$ cat config.mk
export PLATFORM = sky130hd
export DESIGN_NAME = fetch_unit
export DESIGN_NICKNAME = d
export VERILOG_FILES = /design/src/rtl/fetch_unit_pkg.sv /design/src/rtl/fetch_unit_hold_buf.sv /design/src/rtl/fetch_unit.sv
export SDC_FILE = /design/constraint.sdc
export NUM_CORES = 1
export LEC_CHECK = 0
export CAP_MARGIN = 20
export CORE_ASPECT_RATIO = 1.2
export CORE_MARGIN = 8
export CORE_UTILIZATION = 37
export DETAILED_ROUTE_END_ITERATION = 10
export HOLD_SLACK_MARGIN = 0.03
export MAX_ROUTING_LAYER = met4
export REMOVE_ABC_BUFFERS = 1
export SLEW_MARGIN = 10
export SYNTH_ARGS = -nofsm -noshare
export SYNTH_HDL_FRONTEND = slang
export SYNTH_SLANG_ARGS = --single-unit
$ cat constraint.sdc
create_clock -name clk -period 8.6 [get_ports clk]
set_input_delay 1.72 -clock clk [delete_from_list [all_inputs] [get_ports clk]]
set_output_delay 1.72 -clock clk [all_outputs]
set_load 0.01 [all_outputs]
$ cat src/rtl/fetch_unit_pkg.sv
// Shared types for the instruction fetch stage: FSM states, the IF/ID
// register layout and the canonical NOP used for bubbles.
package fetch_types;

    localparam int          FETCH_XLEN = 32;
    localparam logic [31:0] NOP_INSTR  = 32'h0000_0013;

    typedef enum logic [1:0] {
        FETCH,
        HOLD,
        DISCARD_WAIT
    } fetch_state_t;

    typedef struct packed {
        logic                  valid;
        logic [FETCH_XLEN-1:0] pc;
        logic [FETCH_XLEN-1:0] instr;
    } if_id_fields_t;

endpackage

$ cat src/rtl/fetch_unit_hold_buf.sv
// Single-entry holding buffer for an instruction that returned from the
// icache while the IF/ID register could not accept it.
module fetch_hold_buf #(
    parameter int W = 32
) (
    input  logic         clk,
    input  logic         rst_n,
    input  logic         load,
    input  logic         clear,
    input  logic [W-1:0] din,
    output logic [W-1:0] dout,
    output logic         valid
);

    // Entry storage; clear wins over load so a flush always empties it.
    always_ff @(posedge clk) begin
        // NOTE: the data word is reset along with the flag; it is a single
        // register, so a known value costs nothing and keeps traces clean.
        if (!rst_n || clear) begin
            valid <= 1'b0;
            dout  <= '0;
        end else if (load) begin
            valid <= 1'b1;
            dout  <= din;
        end
    end

endmodule

$ cat src/rtl/fetch_unit.sv
// IF stage: owns the PC, requests instructions from the icache, buffers a
// response that lands during a stall and drives the IF/ID register.
// Optional build macro FETCH_PERF_EN adds stall/redirect perf counters.
module fetch_unit
    import fetch_types::*;
#(
    parameter int               XLEN     = FETCH_XLEN,
    parameter logic [XLEN-1:0]  RESET_PC = 32'h0000_0060
) (
    input  logic            clk,
    input  logic            rst_n,
    input  logic            load_pc,
    input  logic            if_id_load,
    input  logic            stall_mem,
    input  logic            redirect,
    input  logic [XLEN-1:0] redirect_pc,
    output logic            icache_read,
    output logic [XLEN-1:0] icache_addr,
    input  logic            icache_resp,
    input  logic [XLEN-1:0] icache_rdata,
    output logic            if_id_valid,
    output logic [XLEN-1:0] if_id_pc,
    output logic [XLEN-1:0] if_id_instr
`ifdef FETCH_PERF_EN
    ,
    output logic [31:0]     perf_stall_cycles,
    output logic [31:0]     perf_redirects
`endif
);

    fetch_state_t    state_q, state_d;
    logic [XLEN-1:0] pc_q, pc_d;
    logic [XLEN-1:0] discard_addr_q, discard_addr_d;
    if_id_fields_t   if_id_q, if_id_d;
    logic [XLEN-1:0] target;
    logic [XLEN-1:0] buf_data;
    logic            buf_valid, buf_load, buf_clear;
    logic            advance, flush;

    // A memory stall freezes everything, including redirects; EX re-asserts.
    assign advance = load_pc & if_id_load & ~stall_mem;
    assign flush   = redirect & ~stall_mem;
    assign target  = redirect_pc & ~XLEN'(3);

    fetch_hold_buf #(.W(XLEN)) u_hold_buf (
        .clk   (clk),
        .rst_n (rst_n),
        .load  (buf_load),
        .clear (buf_clear),
        .din   (icache_rdata),
        .dout  (buf_data),
        .valid (buf_valid)
    );

    // Next-state, next-PC, IF/ID update and icache request generation.
    always_comb begin
        // NOTE: every output of this block gets a default first so no path
        // through the case statement can leave one unassigned (no latches).
        state_d        = state_q;
        pc_d           = pc_q;
        discard_addr_d = discard_addr_q;
        if_id_d        = if_id_q;
        buf_load       = 1'b0;
        buf_clear      = 1'b0;
        icache_read    = 1'b0;
        icache_addr    = pc_q;

        case (state_q)
            FETCH: begin
                icache_read = 1'b1;
                if (flush) begin
                    pc_d = target;
                    if (!icache_resp) begin
                        // Request still in flight: remember its address so it
                        // stays stable until the stale response is swallowed.
                        discard_addr_d = pc_q;
                        state_d        = DISCARD_WAIT;
                    end
                end else if (icache_resp) begin
                    if (advance) begin
                        if_id_d = '{valid: 1'b1, pc: pc_q, instr: icache_rdata};
                        pc_d    = pc_q + XLEN'(4);
                    end else begin
                        buf_load = 1'b1;
                        state_d  = HOLD;
                    end
                end else if (advance) begin
                    if_id_d = '{valid: 1'b0, pc: if_id_q.pc, instr: NOP_INSTR};
                end
            end
            HOLD: begin
                if (flush) begin
                    buf_clear = 1'b1;
                    pc_d      = target;
                    state_d   = FETCH;
                end else if (advance) begin
                    if_id_d   = '{valid: 1'b1, pc: pc_q,
                                  instr: buf_valid ? buf_data : NOP_INSTR};
                    pc_d      = pc_q + XLEN'(4);
                    buf_clear = 1'b1;
                    state_d   = FETCH;
                end
            end
            DISCARD_WAIT: begin
                icache_read = 1'b1;
                icache_addr = discard_addr_q;
                if (flush) begin
                    pc_d = target;
                end
                if (icache_resp) begin
                    state_d = FETCH;
                end
                if (advance) begin
                    if_id_d = '{valid: 1'b0, pc: if_id_q.pc, instr: NOP_INSTR};
                end
            end
            default: begin
                state_d = FETCH;
            end
        endcase

        // A flush kills whatever IF/ID would otherwise have captured.
        if (flush) begin
            if_id_d = '{valid: 1'b0, pc: if_id_q.pc, instr: NOP_INSTR};
        end
    end

    // State, PC and IF/ID registers with synchronous reset.
    always_ff @(posedge clk) begin
        // NOTE: sequential state is only ever written with non-blocking
        // assignments so every register samples pre-edge values.
        if (!rst_n) begin
            state_q        <= icache_read ? DISCARD_WAIT : FETCH;
            discard_addr_q <= icache_addr;
            pc_q           <= RESET_PC;
            if_id_q        <= '{valid: 1'b0, pc: '0, instr: NOP_INSTR};
        end else begin
            state_q        <= state_d;
            discard_addr_q <= discard_addr_d;
            pc_q           <= pc_d;
            if_id_q        <= if_id_d;
        end
    end

    assign if_id_valid = if_id_q.valid;
    assign if_id_pc    = if_id_q.pc;
    assign if_id_instr = if_id_q.instr;

`ifdef FETCH_PERF_EN
    // Saturating counters for icache wait cycles and taken flushes.
    always_ff @(posedge clk) begin
        if (!rst_n) begin
            perf_stall_cycles <= '0;
            perf_redirects    <= '0;
        end else begin
            if (icache_read && !icache_resp && perf_stall_cycles != 32'hFFFF_FFFF)
                perf_stall_cycles <= perf_stall_cycles + 32'd1;
            if (flush && perf_redirects != 32'hFFFF_FFFF)
                perf_redirects <= perf_redirects + 32'd1;
        end
    end
`endif

endmodule

# ---- Word level (Yosys, flattened, before mapping)
# Cells that the tools add are included.
dict set report op_classes {
  addsub 1
  mul 0
  div 0
  magnitude_cmp 0
  n_eq_ne 14
  shift 0
  muxes 35
  n_bitwise 6
  n_reduce_logical 11
}
# op count
set ops {}
lappend ops {{$mux W32} 11}
lappend ops {{$mux W65} 4}
lappend ops {{$pmux W65 S3} 1}
lappend ops {{$pmux W32 S3} 1}
lappend ops {{$add A32 B3 Y32 const B} 1}
lappend ops {{$mux W2} 9}
lappend ops {{$ne A4 B4 Y1 const B} 4}
lappend ops {{$ne A3 B3 Y1 const B} 3}
lappend ops {{$reduce_and A3 Y1} 3}
lappend ops {{$mux W1} 8}
lappend ops {{$ne A2 B2 Y1 const B} 3}
lappend ops {{$pmux W2 S3} 1}
lappend ops {{$reduce_and A5 Y1} 1}
lappend ops {{$ne A2 B1 Y1 const B} 2}
lappend ops {{$reduce_and A4 Y1} 1}
lappend ops {{$reduce_or A2 Y1} 2}
lappend ops {{$and A1 B1 Y1} 3}
lappend ops {{$not A1 Y1} 3}
lappend ops {{$reduce_bool A3 Y1} 1}
lappend ops {{$eq A2 B1 Y1 const B} 1}
lappend ops {{$eq A2 B2 Y1 const B} 1}
lappend ops {{$logic_not A2 Y1} 1}
lappend ops {{$logic_not A1 Y1} 1}
lappend ops {{$logic_or A1 B1 Y1} 1}
dict set report word_totals {
  reg_bits 164
  latchBits 0
  ram_bits 0
  romBits 0
  out_inout_bits 98
  memories 0
}

# ---- Logic depth before layout (Yosys ltp)
dict set report logic_depth {
  ltp_word 7
  mapped_depth 10
}

# ---- Modules after synthesis
# From an unflattened synthesis, not the netlist that was laid out.
dict set report unflattened {
  cells_unflattened 828
  area_unflattened_um2 7861.3
}
# mod instances cells_per_inst area_per_inst_um2 seq_area_each_um2
set modules_own_cells {}
lappend modules_own_cells {fetch_unit 1 720 6637.6 2882.8}
lappend modules_own_cells {fetch_hold_buf 1 108 1223.7 660.6}

# ---- Least setup slack after synthesis
# No wires, ideal clock.
dict set report synth_path {
  path_type {input to register}
  start {in redirect}
  end {reg discard_addr_q[0] (enable)}
  arrival_time_ns 4.536
  t_required_ns 8.134
  setup_slack_ns 3.599
  path_stages 4
  cell_sequence {nor2b_1 -> buf_2 -> nand2_1 -> o21ai_0}
}
dict set report synth_via {
  elab_chain_cells 3
}
# element line
set synth_rtl {}
lappend synth_rtl {{start, declared} fetch_unit.sv:15} ;# input logic redirect,
lappend synth_rtl {{$and A1 B1 Y1} fetch_unit.sv:42} ;# assign flush = redirect & ~stall_mem;
lappend synth_rtl {{$ne A2 B1 Y1 (no line)} --}
lappend synth_rtl {{$reduce_and A3 Y1 (no line)} --}
lappend synth_rtl {{end signal, assigned} fetch_unit.sv:134} ;# discard_addr_q <= icache_addr;
lappend synth_rtl {{end signal, assigned} fetch_unit.sv:139} ;# discard_addr_q <= discard_addr_d;
lappend synth_rtl {{end, declared} fetch_unit.sv:33} ;# logic [XLEN-1:0] discard_addr_q, discard_addr_d;
# No other way between the ends.
# A chain may end at the register's enable or synchronous reset.

# ---- Worst setup path in the final report
dict set report layout_path {
  start {reg state_q[0]}
  end {out icache_addr[29]}
}
dict set report layout_via {
  elab_chain_cells 2
}
# element line
set layout_rtl {}
lappend layout_rtl {{start, declared} fetch_unit.sv:31} ;# fetch_state_t state_q, state_d;
lappend layout_rtl {{start signal, assigned} fetch_unit.sv:133} ;# state_q <= icache_read ? DISCARD_WAIT : FETCH;
lappend layout_rtl {{start signal, assigned} fetch_unit.sv:138} ;# state_q <= state_d;
lappend layout_rtl {{$eq A2 B2 Y1} fetch_unit.sv:68} ;# case (state_q)
lappend layout_rtl {{$mux W32} fetch_unit.sv:68}
lappend layout_rtl {{end, declared} fetch_unit.sv:18} ;# output logic [XLEN-1:0] icache_addr,
# No other way between the ends.

==> metrics.txt <==
Layout Nets=1,064; Max Clk Rate=233 MHz; fin crit share=0.499; WP data required=6880 ps; average wire per standard cell=18.6 um; FF+latch count, synth=160; final instance area=10,200 um^2; Final Wtd Congestion=0.839; post-synthesis compound-gate area fraction=0.206; initial antenna violation count=0; Post-CTS Hold Fix Bufs=0; DR vias/cell=5.42; Max Buffers Root-to-Sink=2; NetSw=0.00122 W; TritonCTS Buffers=17; Die Wd=148 um; Comb power frac=0.430; drt pass-1 iters=5; Startpoint Class=register; slowest cell on the critical path=clkdlybuf4s50_1; layout cell share with drive strength beyond 1=0.129; xor/xnor share of the synthesized area=0; core region area=20,700 um^2; arrival time at the worst endpoint=2570 ps; setup bufs post-CTS=0; CTS tree=yes; Slew @ Worst Pin=711 ps; Final ANT Viol Nets=0; Inserted Diodes=0; pins over their slew limit=0; Post-Synthesis Cells=863; crit path setup slack, layout=4310 ps; max_cap viols=0; Hold Crit Class=reg -> reg; ys flop type=dfxtp_1; min cycle time layout=4290 ps; Starting Density=0.372; kind of end point of the critical path=output port; Sw Share=0.379; Post-Syn Area=7700 um^2; critical hold path startpoint=u_hold_buf.dout[4]$_SDFFE_PP0P_; IO Port Bufs=164; area share of and/or/nand/nor cells after synthesis=0.193; first-pass GRT wire length=37,500 um; Setup Skew=8.67 ps; area grow syn2layout=32.5%; die height=174 um; WL final=23,600 um; num rows=58; worst r2r src=state_q[0]$_SDFFCE_PN0P_; clock latency on the worst-skew pair=430 ps; Sink Count=160; part of the power in registers=0.325; critical path startpoint=state_q[0]$_SDFFCE_PN0P_; synthesized area per cell=8.92 um^2; pre-CTS WS=3400 ps; final setup vio count=0; fillcell total=1,993; outcome=finished, final reports clean; Global Route Usage Sum=0.187; slew margin rel.=0.526; critical path fanouts, max=34; grt ovf=0; Final Hold Fails=0; power per cell area=316 nW/um^2; via count=6,891; Root Driver=clkbuf_16; CTS clk-pin slew, worst paths=60 ps; vias in the first global route=6,700; Power Internal=0.00200 W; clock group share of total power=0.245; Ys Warns=0; Peak VDD IR=0.212 mV; Seq/Total Area, Yosys=0.460; Post-synth EDFFs=34; largest net degree at the start of global routing=46; number of H-tree levels=4; mux cell area share after synthesis=0.0858; dpl hpwl=15,300 um; placed cell areas=9520 um^2; largest family of logic cells by synthesized area=compound AO/OA/AOI/OAI gates; fraction of registers with async set/reset=0; worst setup path class=reg -> out; power consumption=0.00323 W; first-iteration detailed-routing DRC count=465; post-synthesis cell type count=58; # resized after CTS=0; leakage=3.60 nW; crit-path cells=inv_1 -> ha_2 -> buf_12 -> mux2_2 -> clkdlybuf4s50_1; I/O pin count=169; setup_tns=0 ps; Synth Area in Adders=0.00813; slowest stage delay, CP=520 ps; DRC violations left=0; RSZ-0062 raised after global routing=no; die area=25,700 um^2
-- cell families (layout without fill, tap and decap cells) --
group                    Yosys count  count (layout)
AO/OA/AOI/OAI                    237             237
adder cells (fa/ha/maj)            5               5
buffers and inverters             86             223
flip-flops                       160             160
multiplexers                      59              59
other                              1               2
AND/OR/NAND/NOR                  315             315
-- through the flow --
| stage | hold slack [ps] | util | cells |
|---|---|---|---|
| 5_1_grt | 465 | 0.493 | 1271 |
| 3_5_place_dp | 444 | 0.460 | 1236 |
| 6_report | 449 | 0.493 | 1271 |
| 2_1_floorplan | 431 | - | 784 |
| 3_3_place_gp | 437 | 0.460 | 1236 |
| 4_1_cts | 453 | 0.490 | 1268 |
-- layout make-up --
type / count / area [um^2] / area share
well taps: 270 / 338 / 0.0331
flip-flops and latches: 160 / 3540 / 0.347
clock inverters: 14 / 180 / 0.0177
clock buffers: 18 / 429 / 0.0421
inverters: 6 / 22.5 / 0.00221
multi-input cells: 618 / 3840 / 0.377
repair buffers: 185 / 1840 / 0.181
-- state kept, by name (all words and copies together), names as in the netlist --
signal,flops
discard_addr_q,32
if_id_instr,32
u_hold_buf.dout,32
if_id_pc,30
pc_q,30
state_q,2
if_id_valid,1
u_hold_buf.valid,1
-- worst max-delay path: cells and delay by family (launching register included) --
kind	cells	cell delay, ps
flip-flops	1	450
buffers and inverters	3	920
multiplexers	1	380
adder cells (fa/ha/maj)	1	400
-- synth_stat cells, drive strengths merged (4+ instances only) --
master    n  share of area
inv       6         0.0029
nand4    14          0.012
and3     11         0.0091
a211oi    4         0.0039
and2      8         0.0065
o21ai    25          0.017
nor3     12         0.0091
nor2b     5         0.0041
nand3    45          0.030
a31oi    14          0.011
edfxtp   34           0.13
o221a     6         0.0088
buf      28          0.019
nor2     67          0.033
nand2   126          0.061
o211ai   12          0.012
and3b     4         0.0046
nand2b    5         0.0041
a22o     31          0.035
and4      7         0.0080
ha        5         0.0081
clkbuf   52          0.025
a22oi    33          0.032
mux2     56          0.082
a21o      4         0.0039
a21oi    82          0.053
dfxtp   126           0.33
-- path summary, 6_finish.rpt --
check                               endpoint  slack (ps)  depth (start not counted)
max                          icache_addr[29]        4310                          5
min          u_hold_buf.dout[4]$_SDFFE_PP0P_         450                          2
max reg2reg        if_id_pc[20]$_SDFFE_PN0P_        5910                          9
min reg2reg  u_hold_buf.dout[4]$_SDFFE_PP0P_         450                          2
-- power groups by stage --
| stage | logic [W] | clock network, W | registers [W] |
|---|---|---|---|
| after CTS | 0.00136 | 0.000810 | 0.00105 |
| after global placement | 0.00135 | 0 | 0.00106 |
| after global routing | 0.00152 | 0.000839 | 0.00107 |
| after detailed placement | 0.00136 | 0 | 0.00107 |
| final | 0.00139 | 0.000791 | 0.00105 |
| after floorplan | 0.000763 | 0 | 0.00105 |
-- cells in the final DEF, fill, tap and decap left out, types with 3 or more instances in the layout --
cell type        synthesis  routed
clkdlybuf4s50_1          0     164
nand2_1                126     126
dfxtp_1                126     126
a21oi_1                 82      81
nor2_1                  67      66
mux2_2                  56      56
nand3_1                 44      44
edfxtp_1                34      34
a22oi_1                 33      33
a22o_1                  31      31
o21ai_0                 24      23
buf_4                    2      18
clkbuf_16                0      17
a31oi_1                 14      14
nand4_1                 13      13
o211ai_1                12      12
and3_1                  10      10
nor3_1                  10      10
and2_1                   8       8
and4_1                   7       7
o221a_2                  6       6
inv_1                    6       5
nand2b_1                 5       5
nor2b_1                  5       4
and3b_1                  4       4
a21o_1                   4       4
a211oi_1                 4       4
ha_1                     5       4
nand3b_1                 3       3
a21boi_0                 3       3
a32oi_1                  3       3
mux2i_1                  3       3
a41oi_1                  3       3
a311oi_1                 3       3
bufinv_16                0       3
inv_6                    0       3
clkinvlp_4               0       3
-- routing by layer --
| metal | GRT usage | up-vias | share of wire |
|---|---|---|---|
| li1 | - | 3392 | - |
| met1 | 0.225 | 3256 | 0.42 |
| met2 | 0.291 | 212 | 0.47 |
| met3 | 0.0637 | 31 | 0.086 |
| met4 | 0.0532 | 0 | 0.018 |
| met5 | - | - | 0 |
Power figures use the tool's default switching activity.
